--- src/rtl/heichips25_pin_driver_pkg.sv ---
// Shared definitions for the tile pin driver: opcodes, FSM states,
// default response codes and small decode helpers.
// Optional feature macro: HEICHIPS25_PIN_DRIVER_CONTENTION_EN
package heichips25_pin_driver_pkg;

    localparam int         DEF_RST_CNT_W = 8;
    localparam logic [7:0] DEF_ACK_CODE  = 8'hA5;
    localparam logic [7:0] DEF_ERR_CODE  = 8'hEE;

    typedef enum logic [7:0] {
        OP_WRITE_UI  = 8'h01,
        OP_WRITE_UIO = 8'h02,
        OP_READ_UO   = 8'h03,
        OP_READ_UIO  = 8'h04,
        OP_READ_OE   = 8'h05,
        OP_TRST      = 8'h07,
        OP_SET_MASK  = 8'h08,
        OP_READ_CONT = 8'h09
    } opcode_e;

    typedef enum logic [1:0] {
        ST_IDLE = 2'd0,
        ST_ARG  = 2'd1,
        ST_RSP  = 2'd2,
        ST_TRST = 2'd3
    } state_e;

    // Opcodes that are followed by an operand byte.
    function automatic logic op_has_arg(input logic [7:0] op);
        logic r;
        r = 1'b0;
        case (op)
            OP_WRITE_UI, OP_WRITE_UIO, OP_TRST: r = 1'b1;
`ifdef HEICHIPS25_PIN_DRIVER_CONTENTION_EN
            OP_SET_MASK: r = 1'b1;
`endif
            default: r = 1'b0;
        endcase
        return r;
    endfunction

    // What the bidirectional pins look like: tile-driven bits come from the
    // tile, the rest from what the host is driving.
    function automatic logic [7:0] uio_readback(input logic [7:0] tile_val,
                                                input logic [7:0] host_val,
                                                input logic [7:0] oe);
        return (tile_val & oe) | (host_val & ~oe);
    endfunction

endpackage

--- src/rtl/heichips25_pin_driver_cmd_fsm.sv ---
// Command-channel FSM for the tile pin driver, including the tile-reset
// pulse counter. Handshake outputs are registered.
// Optional feature macro: HEICHIPS25_PIN_DRIVER_CONTENTION_EN (via op_has_arg)
module heichips25_pin_driver_cmd_fsm
    import heichips25_pin_driver_pkg::*;
#(
    parameter int RST_CNT_W = DEF_RST_CNT_W
) (
    input  logic       clk,
    input  logic       rst_n,
    input  logic [7:0] cmd_data,
    input  logic       cmd_valid,
    input  logic       rsp_ready,
    output logic       cmd_ready,
    output logic       rsp_valid,
    output logic       op_fire,
    output logic       arg_fire,
    output logic [7:0] opcode,
    output state_e     next_state
);

    state_e               state_r;
    state_e               state_s;
    logic [RST_CNT_W-1:0] cnt_r;
    logic [RST_CNT_W-1:0] cnt_s;
    logic [7:0]           opcode_r;
    logic                 cmd_ready_r;
    logic                 rsp_valid_r;
    logic                 accept_s;
    logic                 op_fire_s;
    logic                 arg_fire_s;

    assign accept_s = cmd_valid & cmd_ready_r;

    // Next-state decode, pulse-counter update and byte-accept strobes.
    always_comb begin
        state_s    = state_r;
        cnt_s      = cnt_r;
        op_fire_s  = 1'b0;
        arg_fire_s = 1'b0;
        case (state_r)
            ST_IDLE: begin
                if (accept_s) begin
                    op_fire_s = 1'b1;
                    if (op_has_arg(cmd_data)) begin
                        state_s = ST_ARG;
                    end else begin
                        state_s = ST_RSP;
                    end
                end else begin
                    state_s = ST_IDLE;
                end
            end
            ST_ARG: begin
                if (accept_s) begin
                    arg_fire_s = 1'b1;
                    if (opcode_r == OP_TRST) begin
                        state_s = ST_TRST;
                        // Counter holds remaining low cycles minus one; n=0 acts as 1.
                        if (cmd_data == 8'h00) begin
                            cnt_s = {RST_CNT_W{1'b0}};
                        end else begin
                            cnt_s = RST_CNT_W'(cmd_data - 8'd1);
                        end
                    end else begin
                        state_s = ST_RSP;
                    end
                end else begin
                    state_s = ST_ARG;
                end
            end
            ST_TRST: begin
                if (cnt_r == {RST_CNT_W{1'b0}}) begin
                    state_s = ST_RSP;
                end else begin
                    cnt_s = cnt_r - RST_CNT_W'(1);
                end
            end
            ST_RSP: begin
                if (rsp_ready) begin
                    state_s = ST_IDLE;
                end else begin
                    state_s = ST_RSP;
                end
            end
            default: begin
                state_s = ST_IDLE;
            end
        endcase
    end

    // State, counter, latched opcode and registered handshake flags.
    always_ff @(posedge clk or negedge rst_n) begin
        if (!rst_n) begin
            state_r     <= ST_IDLE;
            cnt_r       <= {RST_CNT_W{1'b0}};
            opcode_r    <= 8'h00;
            cmd_ready_r <= 1'b0;
            rsp_valid_r <= 1'b0;
        end else begin
            state_r     <= state_s;
            cnt_r       <= cnt_s;
            if (op_fire_s) begin
                opcode_r <= cmd_data;
            end else begin
                opcode_r <= opcode_r;
            end
            cmd_ready_r <= (state_s == ST_IDLE) || (state_s == ST_ARG);
            rsp_valid_r <= (state_s == ST_RSP);
        end
    end

    assign cmd_ready  = cmd_ready_r;
    assign rsp_valid  = rsp_valid_r;
    assign op_fire    = op_fire_s;
    assign arg_fire   = arg_fire_s;
    assign opcode     = opcode_r;
    assign next_state = state_s;

endmodule

--- src/rtl/heichips25_pin_driver.sv ---
// Host-side driver for one user-project tile: byte command channel in,
// byte responses out, tile pin registers and tile reset/enable.
// Optional feature macro: HEICHIPS25_PIN_DRIVER_CONTENTION_EN adds the host
// drive mask (opcode 0x08) and the sticky contention flag (opcode 0x09).
module heichips25_pin_driver
    import heichips25_pin_driver_pkg::*;
#(
    parameter int         RST_CNT_W = DEF_RST_CNT_W,
    parameter logic [7:0] ACK_CODE  = DEF_ACK_CODE,
    parameter logic [7:0] ERR_CODE  = DEF_ERR_CODE
) (
    input  logic       clk,
    input  logic       rst_n,
    input  logic [7:0] cmd_data,
    input  logic       cmd_valid,
    output logic       cmd_ready,
    output logic [7:0] rsp_data,
    output logic       rsp_valid,
    input  logic       rsp_ready,
    output logic [7:0] tile_ui_in,
    output logic [7:0] tile_uio_in,
    output logic       tile_ena,
    output logic       tile_rst_n,
    input  logic [7:0] tile_uo_out,
    input  logic [7:0] tile_uio_out,
    input  logic [7:0] tile_uio_oe,
    output logic       contention
);

    state_e     next_state_s;
    logic       op_fire_s;
    logic       arg_fire_s;
    logic [7:0] opcode_s;
    logic [7:0] ui_r;
    logic [7:0] uio_r;
    logic       ena_r;
    logic       trst_n_r;
    logic [7:0] rsp_data_r;
    logic [7:0] rsp_data_s;
    logic       cont_r;

    heichips25_pin_driver_cmd_fsm #(
        .RST_CNT_W (RST_CNT_W)
    ) u_cmd_fsm (
        .clk        (clk),
        .rst_n      (rst_n),
        .cmd_data   (cmd_data),
        .cmd_valid  (cmd_valid),
        .rsp_ready  (rsp_ready),
        .cmd_ready  (cmd_ready),
        .rsp_valid  (rsp_valid),
        .op_fire    (op_fire_s),
        .arg_fire   (arg_fire_s),
        .opcode     (opcode_s),
        .next_state (next_state_s)
    );

`ifdef HEICHIPS25_PIN_DRIVER_CONTENTION_EN
    logic [7:0] mask_r;
    logic       cont_set_s;
    logic       cont_clr_s;

    assign cont_set_s = |(tile_uio_oe & mask_r);
    assign cont_clr_s = op_fire_s && (cmd_data == OP_READ_CONT);

    // Host drive mask, written by the 0x08 operand.
    always_ff @(posedge clk or negedge rst_n) begin
        if (!rst_n) begin
            mask_r <= 8'hFF;
        end else if (arg_fire_s && (opcode_s == OP_SET_MASK)) begin
            mask_r <= cmd_data;
        end else begin
            mask_r <= mask_r;
        end
    end

    // Sticky contention flag; a set on the same edge beats the read-clear.
    always_ff @(posedge clk or negedge rst_n) begin
        if (!rst_n) begin
            cont_r <= 1'b0;
        end else if (cont_set_s) begin
            cont_r <= 1'b1;
        end else if (cont_clr_s) begin
            cont_r <= 1'b0;
        end else begin
            cont_r <= cont_r;
        end
    end
`else
    assign cont_r = 1'b0;
`endif

    // Response byte: reads sample pins on the opcode edge, writes ack on the operand edge.
    always_comb begin
        rsp_data_s = rsp_data_r;
        if (op_fire_s) begin
            case (cmd_data)
                OP_READ_UO:   rsp_data_s = tile_uo_out;
                OP_READ_UIO:  rsp_data_s = uio_readback(tile_uio_out, uio_r, tile_uio_oe);
                OP_READ_OE:   rsp_data_s = tile_uio_oe;
                OP_WRITE_UI,
                OP_WRITE_UIO,
                OP_TRST:      rsp_data_s = rsp_data_r;
`ifdef HEICHIPS25_PIN_DRIVER_CONTENTION_EN
                OP_SET_MASK:  rsp_data_s = rsp_data_r;
                OP_READ_CONT: rsp_data_s = {7'b0000000, cont_r};
`endif
                default:      rsp_data_s = ERR_CODE;
            endcase
        end else if (arg_fire_s) begin
            rsp_data_s = ACK_CODE;
        end else begin
            rsp_data_s = rsp_data_r;
        end
    end

    // Response data register; held while the response waits for the host.
    always_ff @(posedge clk or negedge rst_n) begin
        if (!rst_n) begin
            rsp_data_r <= 8'h00;
        end else begin
            rsp_data_r <= rsp_data_s;
        end
    end

    // Pin registers driving the tile dedicated and bidirectional inputs.
    always_ff @(posedge clk or negedge rst_n) begin
        if (!rst_n) begin
            ui_r  <= 8'h00;
            uio_r <= 8'h00;
        end else begin
            if (arg_fire_s && (opcode_s == OP_WRITE_UI)) begin
                ui_r <= cmd_data;
            end else begin
                ui_r <= ui_r;
            end
            if (arg_fire_s && (opcode_s == OP_WRITE_UIO)) begin
                uio_r <= cmd_data;
            end else begin
                uio_r <= uio_r;
            end
        end
    end

    // Tile enable and reset: both rise on the first edge out of reset,
    // reset drops while the FSM sits in the pulse state.
    always_ff @(posedge clk or negedge rst_n) begin
        if (!rst_n) begin
            ena_r    <= 1'b0;
            trst_n_r <= 1'b0;
        end else begin
            ena_r    <= 1'b1;
            trst_n_r <= (next_state_s != ST_TRST);
        end
    end

    assign rsp_data    = rsp_data_r;
    assign tile_ui_in  = ui_r;
    assign tile_uio_in = uio_r;
    assign tile_ena    = ena_r;
    assign tile_rst_n  = trst_n_r;
    assign contention  = cont_r;

endmodule

--- config.mk ---
export PLATFORM = sky130hd
export DESIGN_NAME = heichips25_pin_driver
export DESIGN_NICKNAME = d
export VERILOG_FILES = /design/src/rtl/heichips25_pin_driver_pkg.sv /design/src/rtl/heichips25_pin_driver_cmd_fsm.sv /design/src/rtl/heichips25_pin_driver.sv
export SDC_FILE = /design/constraint.sdc
export NUM_CORES = 1
export LEC_CHECK = 0
export ABC_AREA = 1
export BUFFER_PORTS_ARGS = -buffer_cell sky130_fd_sc_hd__buf_2
export CELL_PAD_IN_SITES_DETAIL_PLACEMENT = 1
export CELL_PAD_IN_SITES_GLOBAL_PLACEMENT = 1
export CORE_MARGIN = 5
export CORE_UTILIZATION = 41
export CTS_CLUSTER_DIAMETER = 80
export DETAILED_ROUTE_END_ITERATION = 6
export PLACE_DENSITY_LB_ADDON = 0.05
export SLEW_MARGIN = 5
export SYNTH_ARGS = -nofsm -noshare
export SYNTH_HDL_FRONTEND = slang
export SYNTH_SLANG_ARGS = --single-unit
--- constraint.sdc ---
create_clock -name clk -period 2.7 [get_ports clk]
set_clock_uncertainty 0.15 [all_clocks]
set_input_delay 0.27 -clock clk [delete_from_list [all_inputs] [get_ports clk]]
set_output_delay 0.27 -clock clk [all_outputs]
set_load 0.01 [all_outputs]
======== After elaboration in Yosys (flattened, before gate mapping) ========
Cells that the tools add are included.
storage, ports and cells
  register bits after elaboration ......... 46
  input bits .............................. 36
operators by class
  equal/unequal tests ..................... 19
  add/subtract/negate cells ............... 2
  bitwise logic cells ..................... 5
  muxes and demuxes ....................... 21
  reduce and logical (&&, ||, !) cells .... 12
operators with widths
  kind                 count
  $mux 8               6
  $eq 8x3->1 const B   4
  $pmux 8 s4           1
  $eq 8x2->1 const B   3
  $and 8x8->8          2
  $eq 8x1->1 const B   2
  $logic_not 8->1      2
  $pmux 8 s2           1
  $sub 8x1->8 const B  2
  $mux 2               5
  $not 8->8            1
  $or 8x8->8           1
  $pmux 2 s4           1
  $mux 1               7
  $eq 2x2->1 const B   3
  $ne 2x2->1 const B   3
  $eq 2x1->1 const B   2
  $logic_not 2->1      2
  $ne 2x1->1 const B   2
  $reduce_and 4->1     1
  $reduce_bool 2->1    2
  $reduce_or 3->1      1
  $logic_and 1x1->1    2
  $reduce_and 2->1     1
  other kinds (2)      2

======== Longest topological paths before layout ========
Gate-level depths: netlist of the first run.
  depth after elaboration ................. 10
  depth in mapped cells ................... 12

======== Hierarchy ========
From an unflattened synthesis of the first run, not the netlist that was laid out.
second synthesis, totals
  cell total of the unflattened synthesis .. 398
  area total of the unflattened synthesis .. 2976.6 um2
by module, submodules not included
  module                         cells each  seq. area each (um2)  times used  area each (um2)
  heichips25_pin_driver          204         650.6                 1           1579.0
  heichips25_pin_driver_cmd_fsm  194         500.5                 1           1397.6

======== Worst setup path before layout of the first run ========
Ideal clock, no wire load.
  path kind ............................... in2reg
  start point ............................. input port cmd_data[0]
  end point ............................... register rsp_data_r[4], in the netlist rsp_data[4]
  required time ........................... 2.424 ns
  setup slack ............................. 1.052 ns
  buffers on the path ..................... 0
  arrival ................................. 1.372 ns
  stages .................................. 12
  path through ............................ clkinv_1 -> ha_1 -> inv_1 -> nand2_1 -> nand2_1 -> nand2_1 -> nand2_1 -> nand2_1 -> nand2_1 -> inv_1 -> nand2_1 -> o21ai_1
between the ends
  word-level cells in the longest chain between the ends .. 4
  elaborated cells between the ends (all ways) .. 11
  classes of those cells .................. 7 x eq/ne; 2 x mux; 2 x reduce/logical
ends and longest elaborated chain
  element                                     line                          RTL
  from (decl)                                 heichips25_pin_driver.sv:14   input logic [7:0] cmd_data,
  $eq 8x1->1, or another cell as far along    heichips25_pin_driver.sv:97   case (cmd_data)
  $reduce_or 3->1                             heichips25_pin_driver.sv:97
  $pmux 8 s4 or $ne 2x2->1 (tied branches)    -
  $mux 8 or $reduce_and 2->1 (tied branches)  -
  to (signal assigned)                        heichips25_pin_driver.sv:122  rsp_data_r <= rsp_data_s;
  to (decl)                                   heichips25_pin_driver.sv:38   logic [7:0] rsp_data_r;
Several ways; a longest one is shown, not always the timed one.
A chain may end at the register's enable or synchronous reset.

======== Worst setup path after layout of the first run ========
  start point ............................. register u_cmd_fsm.state_r[1]
  end point ............................... register u_cmd_fsm.cnt_r[4]
between the ends
  word-level cells in the longest chain between the ends .. 3
  elaborated cells between the ends (all ways) .. 8
  classes of those cells .................. 5 x eq/ne; 1 x mux; 2 x reduce/logical
ends and longest elaborated chain
  element                                             line                                  RTL
  from (decl)                                         heichips25_pin_driver_cmd_fsm.sv:22   state_e state_r;
  from (signal assigned)                              heichips25_pin_driver_cmd_fsm.sv:101  state_r <= state_s;
  $eq 2x2->1 or $eq 2x1->1 (tied branches)            heichips25_pin_driver_cmd_fsm.sv:41   case (state_r)
  $ne 2x2->1 (no line), or another cell as far along  -
  $reduce_and 4->1 (no line)                          -
  to (signal assigned)                                heichips25_pin_driver_cmd_fsm.sv:96   cnt_r <= {RST_CNT_W{1'b0}};
  to (signal assigned)                                heichips25_pin_driver_cmd_fsm.sv:102  cnt_r <= cnt_s;
  to (decl)                                           heichips25_pin_driver_cmd_fsm.sv:24   logic [RST_CNT_W-1:0] cnt_r;
Several ways; a longest one is shown, not always the timed one.

==> results of run 1 <==
==> power breakdown <==
part	switching [mW]	internal [mW]	total [mW]
Combinational	0.417	0.215	0.632
Sequential	0.120	0.870	0.991
Clock	0.240	0.276	0.517
Total	0.778	1.36	2.14
==> layer usage <==
layer	wire length [um]	track usage, %	vias to the layer above	part of all wire, %
li1	-	-	1219	-
met3	320	3.50	8	4.4
met2	3560	35.6	45	49
met5	0	0	-	0
met4	94	5.41	0	1.3
met1	3320	26.3	1171	45
==> cell usage after synthesis, types with 2 or more instances <==
library cell	instances
sky130_fd_sc_hd__nand2_1	112
sky130_fd_sc_hd__dfrtp_1	46
sky130_fd_sc_hd__o21ai_0	38
sky130_fd_sc_hd__inv_1	35
sky130_fd_sc_hd__nor2_1	28
sky130_fd_sc_hd__nand3_1	24
sky130_fd_sc_hd__o21ai_2	8
sky130_fd_sc_hd__ha_1	7
sky130_fd_sc_hd__a21oi_1	6
sky130_fd_sc_hd__inv_2	4
sky130_fd_sc_hd__o21ai_1	4
sky130_fd_sc_hd__nor2_2	3
sky130_fd_sc_hd__nor3_1	3
sky130_fd_sc_hd__xor2_1	3
sky130_fd_sc_hd__a21boi_0	2
sky130_fd_sc_hd__buf_2	2
sky130_fd_sc_hd__clkbuf_1	2
sky130_fd_sc_hd__conb_1	2
sky130_fd_sc_hd__nand4_1	2
sky130_fd_sc_hd__nor2_4	2
sky130_fd_sc_hd__nor3_2	2
==> registers in the layout (all words and copies together) (netlist names), 2 cells and up <==
signal,count
tile_ui_in,8
u_cmd_fsm.cnt_r,8
u_cmd_fsm.state_r,2
rsp_data,8
u_cmd_fsm.opcode,8
tile_uio_in,8
==> area by class of cell <==
cell class | instances | area [sq um] | share of cell area (%)
clock buffer | 6 | 72.6 | 2.38
clock inverter | 2 | 37.5 | 1.23
inverter | 40 | 150 | 4.92
multi-input combinational | 252 | 1230 | 40.3
sequential | 46 | 1150 | 37.7
tap | 75 | 93.8 | 3.08
timing repair buffer | 63 | 315 | 10.3
==> layout by cell type, fill, tap and decap left out, types with 3 or more instances in the layout <==
cell type,n
sky130_fd_sc_hd__o21ai_2,8
sky130_fd_sc_hd__nand2_1,112
sky130_fd_sc_hd__inv_1,35
sky130_fd_sc_hd__clkbuf_8,5
sky130_fd_sc_hd__inv_2,4
sky130_fd_sc_hd__dfrtp_1,46
sky130_fd_sc_hd__ha_1,7
sky130_fd_sc_hd__nand3_1,24
sky130_fd_sc_hd__a21oi_1,6
sky130_fd_sc_hd__nor2_1,28
sky130_fd_sc_hd__o21ai_0,38
sky130_fd_sc_hd__nor3_1,3
sky130_fd_sc_hd__nor2_2,3
sky130_fd_sc_hd__buf_2,63
sky130_fd_sc_hd__xor2_1,3
sky130_fd_sc_hd__o21ai_1,4
==> through the flow <==
stage	instances	power, mW	util (%)
4_1_cts	484	2.17	50.9
3_3_place_gp	476	1.61	49.1
6_report	484	2.14	50.9
3_5_place_dp	476	1.64	49.1
2_1_floorplan	344	1.40	-
5_1_grt	484	2.32	50.9
==> how the worst max path moves through the flow <==
stage	from	slack [ps]	endpoint	cells after the start
after detailed placement	cmd_data[0]	580	rsp_data[3]	13
after floorplan	cmd_data[0]	1050	rsp_data[4]	12
after global placement	cmd_data[0]	670	rsp_data[4]	13
after global routing	u_cmd_fsm.state_r[1]	500	u_cmd_fsm.cnt_r[4]	7
final	u_cmd_fsm.state_r[1]	760	u_cmd_fsm.cnt_r[4]	7
after CTS	u_cmd_fsm.state_r[1]	720	u_cmd_fsm.cnt_r[4]	7
==> critical path, stage by stage (launching register included) <==
cell	delay (ps)
sky130_fd_sc_hd__dfrtp_1	430
sky130_fd_sc_hd__nand2_1	190
sky130_fd_sc_hd__inv_2	180
sky130_fd_sc_hd__o21ai_1	130
sky130_fd_sc_hd__nand2_1	350
sky130_fd_sc_hd__inv_1	170
sky130_fd_sc_hd__o21ai_1	160
sky130_fd_sc_hd__nand2_1	60
==> cell families (layout without fill, tap and decap cells) <==
kind of cell,count (synthesis),count (layout),synth area share (%)
compound gates,59,59,13.0
xor+xnor,3,3,1.02
fa+ha+maj,7,7,3.41
buf+inv,46,111,7.26
flops,46,46,44.8
other cells,2,2,0.293
simple gates,181,181,30.2
==> results.cfg, run 1 <==
[run_status]
outcome = finished with violations
failed_checks = negative hold slack

[sta]
final.setup.tns_ps = 0
layout_worst_path_cycle_share_pct = 71.8
hold_violations = 9
setup_ws_ps = 761
clock_period_minus_worst_slack_ps = 1940
timing_worst_slew_pin_value_ps = 1070
final-max-slew-violation-count = 0
worst_slew_margin_rel_pct = 29.0
setup_repair_after_global_routing_missed_its_margin = no
worst_hold_slack_ps = -6.07
clock.fmax_mhz = 516
finalSetupViolCount = 0

[power_and_ir_drop]
power.ir.vdd_worst_uv = 306
power_per_cell_area_nw_per_um2 = 701
power.leakage_nw = 1.55

[place]
gp_routability_congestion = 0.802
dpl.hpwl_um = 5640
placedInstanceArea_sq_um = 2940
dp_slack_ps = 581
place.port_buffers = 63

[grt]
grt_pass1_vias = 2627
grt_start_max_net_pins = 47
grt_util_all_layers_pct = 20.4
antenna_found_initial = 0
gr-total-overflow = 0
grt_first_pass_wirelength_um = 12600

[logic_synthesis]
leading_post_synthesis_cells_by_cell_area = sky130_fd_sc_hd__dfrtp_1 (45%), sky130_fd_sc_hd__nand2_1 (16%), sky130_fd_sc_hd__o21ai_0 (7.4%)
synth_cell_type_count = 30
dominantRegCellSynth = sky130_fd_sc_hd__dfrtp_1
yosysSeqAreaShare_pct = 44.8
synth-seq-cells = 46
yosys_warnings = 0
synth-edff-count = 0
syn_avg_cell_area_sq_um = 7.46
mapped_cells = 344
async_flop_share_pct = 100
yosys.area.top_type = sky130_fd_sc_hd__dfrtp_1
nets_in_the_synthesized_netlist = 387
netlist_area_sq_um = 2570
synth_top_area_share_pct = 44.8

[setup_path]
crit-reg2reg-launch = u_cmd_fsm.state_r[1]
critPathArrivalTime_ps = 1980
setup.worst_path.end_class = flop
reg2reg_setup_slack_ps = 760
r2r_end = u_cmd_fsm.cnt_r[4]
worst_r2r_path_depth = 7
startpoint_class = flop
critical_path_peak_fanout = 14
critical_path_class = flop to flop
critical_path_required_ps = 2750

[floorplanning]
fp.dieH_um = 89.1
pin_count = 65
placementRows = 28
coreArea_sq_um = 5990
floorplan.die_area_sq_um = 7950
floorplan.initialDensity_pct = 42.9
fp.dieW_um = 89.1

[drt]
final_antenna_net_count = 0
drt_wl_total_um = 7290
avgRoutedWirePerCell_um = 15.1
drt-pass1-iter-count = 4
via_count = 2443
vias_per_cell = 5.05
drt-initial-drc-count = 96
detail_route.drc_violations = 0

[clocking]
htreeDepth = 2
clk_transition_reported_paths_ps = 90
cts.repair.resized = 0
clock_tree_from_tritoncts = yes
cts-root-buf = sky130_fd_sc_hd__clkbuf_8
ctsHoldBuffers = 0
tritoncts_num_sinks = 46
max-clock-path-buffers = 2
worst_skew_pair.late_latency_ps = 310
cts_setup_buffers = 0
cts-buffers-inserted = 5

[finish]
fillers = 795
final_layout_size_suffix_gt1_share_pct = 22.5
diodes = 0
area_growth_pct = 18.8
final_nets = 451
finalInstanceArea_sq_um = 3050

[hold_path]
min-delay-path-class = input port to asynchronous set/reset pin

[flow_run]
max_cap_violations = 0
Power figures use the tool's default switching activity.
==> run 2, diff against run 1 <==
ABC_AREA = 0   (was 1)
CORE_UTILIZATION = 40   (was 41)
clock period = 1.9 ns   (was 2.7 ns; I/O delays follow)
==> run 2 against run 1 <==
The flow finishes with violations (negative setup slack). Largest cell class unchanged. Global-route usage rose by 0.34 points. Synthesized cell count fell by 26%. Design area rose by 17%. Critical path depth fell by 1. Register-to-register slack got worse by 990 ps. Count of clock-buffer cells in the layout fell by 1. Highest routed layer unchanged.
==> results.cfg, run 2 <==
[sta]
clock_period_minus_worst_slack_ps = 2130
hold_violations = 0
final-max-slew-violation-count = 0
setup_repair_after_global_routing_missed_its_margin = yes
finalSetupViolCount = 25
worst_slew_margin_rel_pct = 59.3
final.setup.tns_ps = -3420
layout_worst_path_cycle_share_pct = 112
timing_worst_slew_pin_value_ps = 610
setup_ws_ps = -226
worst_hold_slack_ps = 75.9
clock.fmax_mhz = 470

[grt]
grt_first_pass_wirelength_um = 13700
grt_start_max_net_pins = 47
antenna_found_initial = 0
grt_util_all_layers_pct = 20.8
grt_pass1_vias = 2599
gr-total-overflow = 0

[flow_run]
max_cap_violations = 0

[setup_path]
critical_path_peak_fanout = 8
setup.worst_path.end_class = flop
startpoint_class = flop
critPathArrivalTime_ps = 2190
critical_path_class = flop to flop
critical_path_required_ps = 1960

[logic_synthesis]
dominantRegCellSynth = sky130_fd_sc_hd__dfrtp_1
combinational_family_with_the_most_area_after_synthesis = compound AO/OA/AOI/OAI gates
yosys_warnings = 0
synthMostInstantiatedCell = sky130_fd_sc_hd__dfrtp_1
yosys.area.top_type = sky130_fd_sc_hd__dfrtp_1
synth_simple_gate_area_share_pct = 15.2
syn_avg_cell_area_sq_um = 10.2
async_flop_share_pct = 100
netlist_area_sq_um = 2590
synth_top_area_share_pct = 44.5
yosys-top-cells-count = sky130_fd_sc_hd__dfrtp_1 (46), sky130_fd_sc_hd__mux2_2 (27), sky130_fd_sc_hd__nand2_1 (19), sky130_fd_sc_hd__nor2_1 (19), sky130_fd_sc_hd__a21oi_1 (17)
synth-edff-count = 0
synth.area.mux_share_pct = 14.1
synth_adder_area_share_pct = 3.38
synth_cell_type_count = 52
yosysSeqAreaShare_pct = 44.5
leading_post_synthesis_cells_by_cell_area = sky130_fd_sc_hd__dfrtp_1 (44%), sky130_fd_sc_hd__mux2_2 (12%), sky130_fd_sc_hd__ha_1 (3.4%)
synth-seq-cells = 46
synth_xor_xnor_area_share_pct = 0.338
nets_in_the_synthesized_netlist = 297
synth_compound_area_share_pct = 18.1
mapped_cells = 254

[clocking]
cts-buffers-inserted = 5
clock_tree_from_tritoncts = yes
cts-root-buf = sky130_fd_sc_hd__clkbuf_8
worst_skew_pair.late_latency_ps = 320
htreeDepth = 2
max-clock-path-buffers = 2
clk_transition_reported_paths_ps = 100
tritoncts_num_sinks = 46

[finish]
area_growth_pct = 37.5
fillers = 743
final_util_pct = 56.4
final_nets = 410
seqCellArea_sq_um = 1150
diodes = 0
area_of_combinational_cells_with_multiple_inputs_sq_um = 1390
mostFrequentLayoutCells = sky130_fd_sc_hd__buf_2 (63), sky130_fd_sc_hd__buf_4 (47), sky130_fd_sc_hd__dfrtp_1 (46)
final_layout_size_suffix_gt1_share_pct = 46.5
final_common_cell = sky130_fd_sc_hd__buf_2

[place]
gp_routability_congestion = 0.819
dpl.hpwl_um = 6230
place.port_buffers = 63

[drt]
drt_wl_total_um = 8150
routedLengthMet1_um = 3520
met3RoutedLength_um = 315
drt-initial-drc-count = 77
routed.top_layer = met4
vias_per_cell = 5.44
via_count = 2420
detail_route.drc_violations = 0
met2_wirelength_um = 4160
final_antenna_net_count = 0
avgRoutedWirePerCell_um = 18.3
drt-pass1-iter-count = 4

[floorplanning]
floorplan.die_area_sq_um = 8180
fp.dieH_um = 90.4
pin_count = 65
coreArea_sq_um = 6310
floorplan.initialDensity_pct = 41.0
placementRows = 29
fp.dieW_um = 90.4

[power_and_ir_drop]
power.leakage_nw = 1.72
power.ir.vdd_worst_uv = 737
power_per_cell_area_nw_per_um2 = 1070

[run_status]
outcome = finished with violations
failed_checks = negative setup slack

[hold_path]
min-delay-path-class = input port to flop
-- run 2: cell count changes after synthesis, moves of 5 or more --
cell                       delta
sky130_fd_sc_hd__nand2_1     -93
sky130_fd_sc_hd__inv_1       -28
sky130_fd_sc_hd__mux2_2      +27
sky130_fd_sc_hd__o21ai_0     -24
sky130_fd_sc_hd__nand3_1     -20
sky130_fd_sc_hd__a21oi_1     +11
sky130_fd_sc_hd__nor2_1       -9
sky130_fd_sc_hd__a22oi_1      +8
sky130_fd_sc_hd__o21ai_2      -8
sky130_fd_sc_hd__mux2i_1      +6
sky130_fd_sc_hd__clkbuf_1     +5
-- run 2: cells by family after synthesis --
group / count (synthesis)
xor+xnor: 1
compound gates: 70
other cells: 2
mux: 33
buf+inv: 22
flops: 46
fa+ha+maj: 7
simple gates: 73
-- run 2: worst max-delay path, stage by stage, from the launching register on --
cell	delay, ps
sky130_fd_sc_hd__dfrtp_1	400
sky130_fd_sc_hd__or4_4	560
sky130_fd_sc_hd__nor4b_4	230
sky130_fd_sc_hd__a211o_1	160
sky130_fd_sc_hd__buf_4	160
sky130_fd_sc_hd__o211ai_1	100
sky130_fd_sc_hd__a22o_1	250
-- run 2: final cells by class --
| cell class | count | area share (%) |
|---|---|---|
| inverters | 9 | 1.09 |
| repair buffers | 119 | 22.1 |
| clock buffers | 5 | 1.93 |
| multi-input cells | 186 | 39.1 |
| clock inverters | 3 | 0.703 |
| well taps | 77 | 2.71 |
| flip-flops and latches | 46 | 32.3 |
-- run 2: power breakdown --
group | switching (mW) | internal (mW) | leakage (nW)
clock network | 0.383 | 0.266 | 0.0447
registers | 0.221 | 1.26 | 0.567
logic | 0.803 | 0.877 | 1.11
total | 1.41 | 2.41 | 1.72
-- run 2: repair_timing --
item,4_1_cts,5_1_grt
gates resized for setup,10,4
hold buffers,1,0
hold endpoints to repair,46,0
endpoints found under the setup margin,25,27
pin swaps,3,1
setup buffers,7,2
-- run 2: per-stage QoR --
stage	instances	instance area (sq um)	power (mW)	setup WS [ps]
6_report	445	3560	3.81	-226
5_1_grt	445	3560	4.08	-287
4_1_cts	445	3550	3.82	-229
3_5_place_dp	429	3340	3.02	-247
3_3_place_gp	429	3340	2.94	-219
2_1_floorplan	254	2620	2.29	-241
-- run 2: final timing paths --
kind                                          start             endpoint  slack [ps]  cells after the start
worst max-delay path            u_cmd_fsm.opcode[6]   u_cmd_fsm.cnt_r[7]        -230                      6
worst min-delay path                    cmd_data[0]  u_cmd_fsm.opcode[0]          80                      2
worst max register to register  u_cmd_fsm.opcode[6]   u_cmd_fsm.cnt_r[7]        -230                      6
worst min register to register          rsp_data[4]          rsp_data[4]         320                      2
max in group asynchronous                     rst_n        tile_ui_in[0]         830                      3
min in group asynchronous                     rst_n       tile_uio_in[3]         340                      3
-- run 2: metal layers --
metal,track usage (%),vias up
met5,0,-
met4,7.07,0
met3,4.83,14
met2,35.7,58
met1,25.4,1195
li1,-,1153
==> run 3, diff against run 2 <==
SETUP_SLACK_MARGIN = 0.05   (was unset)
==> run 3 against run 2 <==
The flow still finishes with violations (negative setup slack). Die area is the same. Non-clock buffer count shrank 1. Count of clock-buffer cells in the layout grew 1. Routed wire length grew 2.0%. Clock power grew 14%. Global-route usage grew 0.20 points. Fmax shrank 2.8%. Flip-flop and latch count is the same. Core utilization grew 0.18 points. Setup slack lost 61 ps. Combinational power is essentially flat. Largest power group unchanged.
==> results.cfg, run 3 (synthesized netlist as in run 2, its figures left out) <==
[floorplanning]
floorplan.die_area_sq_um = 8180
coreArea_sq_um = 6310
fp.dieH_um = 90.4
placementRows = 29
fp.dieW_um = 90.4
pin_count = 65
floorplan.initialDensity_pct = 41.0

[clocking]
clock_tree_from_tritoncts = yes
worst_skew_pair.late_latency_ps = 300
cts-root-buf = sky130_fd_sc_hd__clkbuf_8
cts-buffers-inserted = 5
clk_transition_reported_paths_ps = 90
htreeDepth = 2
max-clock-path-buffers = 2
tritoncts_num_sinks = 46

[place]
gp_routability_congestion = 0.823
dp_slack_ps = -251
dpl.hpwl_um = 6350
placedInstanceArea_sq_um = 3380
place.port_buffers = 63

[sta]
clock_period_minus_worst_slack_ps = 2190
timing_worst_slew_pin_value_ps = 526
finalSetupViolCount = 26
setup_ws_ps = -286
final-max-slew-violation-count = 0
worst_slew_margin_rel_pct = 64.9
final.setup.tns_ps = -4880
setup_repair_after_global_routing_missed_its_margin = yes
clock.fmax_mhz = 457
hold_violations = 0
worst_hold_slack_ps = 167
layout_worst_path_cycle_share_pct = 115

[setup_path]
critPathArrivalTime_ps = 2230
startpoint_class = flop
critical_path.max_stage_delay_ps = 580
cp_top_family = simple AND/OR/NAND/NOR gates
cp.buffers_inverters = 1
setup.worst_path.end_class = flop
critical_path_required_ps = 1940
critical-path-slowest-cell = sky130_fd_sc_hd__or4_4
critical_path_peak_fanout = 4
critical-path-top-cell-by-count = sky130_fd_sc_hd__a211o_1
worstPathCellList = or4_4, nor4b_4, a211o_1, and2_4, inv_4, a211o_1
critical_path_class = flop to flop

[finish]
area_of_combinational_cells_with_multiple_inputs_sq_um = 1390
finalInstanceArea_sq_um = 3570
area_growth_pct = 37.9
final_nets = 409
final_util_pct = 56.5
seqCellArea_sq_um = 1150
mostFrequentLayoutCells = sky130_fd_sc_hd__buf_2 (63), sky130_fd_sc_hd__buf_4 (47), sky130_fd_sc_hd__dfrtp_1 (46)
final_layout_size_suffix_gt1_share_pct = 46.3
diodes = 0
final_common_cell = sky130_fd_sc_hd__buf_2
fillers = 758

[drt]
via_count = 2418
final_antenna_net_count = 0
drt-initial-drc-count = 61
avgRoutedWirePerCell_um = 18.7
vias_per_cell = 5.45
drt_wl_total_um = 8310
detail_route.drc_violations = 0
drt-pass1-iter-count = 4

[power_and_ir_drop]
power.ir.vdd_worst_uv = 643
power_per_cell_area_nw_per_um2 = 1090
power.leakage_nw = 1.72

[grt]
groute.layer.met2.usage_pct = 36.7
grt_first_pass_wirelength_um = 13800
antenna_found_initial = 0
grt_util_all_layers_pct = 21.0
gr-total-overflow = 0
grt-busiest-layer = met2
gr-usage-met1_pct = 25.6
globalRouteMet3Util_pct = 4.92
grt_pass1_vias = 2636
grt_start_max_net_pins = 28

[run_status]
failed_checks = negative setup slack
outcome = finished with violations

[flow_run]
max_cap_violations = 0

[hold_path]
min-delay-path-class = input port to flop
run 3: changes by cell type in the layout (fill, tap and decap cells not counted), sizes merged:
cell / previous run / this run
bufinv: 0 / 1
buf: 118 / 117
clkinv: 1 / 0
clkbuf: 5 / 6
inv: 10 / 9
run 3: worst min-delay path: stages:
cell and delay, ps:
sky130_fd_sc_hd__buf_2 90, sky130_fd_sc_hd__buf_4 150, sky130_fd_sc_hd__mux2_2 150
run 3: final cells by class:
class                      count  share of cell area (%)
clock inverter                 2                    1.05
sequential                    46                    32.2
clock buffer                   6                    2.03
multi-input combinational    186                    38.9
inverter                       9                    1.09
tap                           77                    2.70
timing repair buffer         118                    21.9
run 3: what timing repair did:
item / 4_1_cts / 5_1_grt
pin swaps: 7 / 2
buffers inserted: 5 / 0
setup endpoints to repair: 28 / 28
endpoints found under the hold margin: 19 / 0
hold buffers: 1 / 0
resized for setup: 5 / 5
run 3: stage by stage:
stage          std cells  total power, mW
6_report             444             3.88
5_1_grt              444             4.13
4_1_cts              444             3.86
3_5_place_dp         431             3.04
3_3_place_gp         431             2.97
2_1_floorplan        254             2.29
run 3: where the power goes:
part | total [mW] | switching, mW | leakage, nW | internal, mW
Sequential | 1.48 | 0.217 | 0.567 | 1.26
Clock | 0.741 | 0.348 | 0.0514 | 0.393
Combinational | 1.66 | 0.805 | 1.10 | 0.851
Total | 3.88 | 1.37 | 1.72 | 2.51
run 3: per-layer routing:
metal	part of all wire, %	vias to the layer above	wire [um]
li1	-	1156	-
met1	43	1190	3580
met4	2.0	0	169
met3	4.1	15	339
met2	51	57	4230
met5	0	-	0
run 3: worst paths after layout:
path	start	end	slack, ps	cells after the start
worst max-delay path	u_cmd_fsm.opcode[5]	u_cmd_fsm.cnt_r[0]	-290	6
worst min-delay path	cmd_data[7]	tile_uio_in[7]	170	3
worst max register to register	u_cmd_fsm.opcode[5]	u_cmd_fsm.cnt_r[0]	-290	6
worst min register to register	rsp_data[1]	rsp_data[1]	340	2
max in group asynchronous	rst_n	u_cmd_fsm.opcode[3]	830	3
min in group asynchronous	rst_n	u_cmd_fsm.cnt_r[7]	260	2
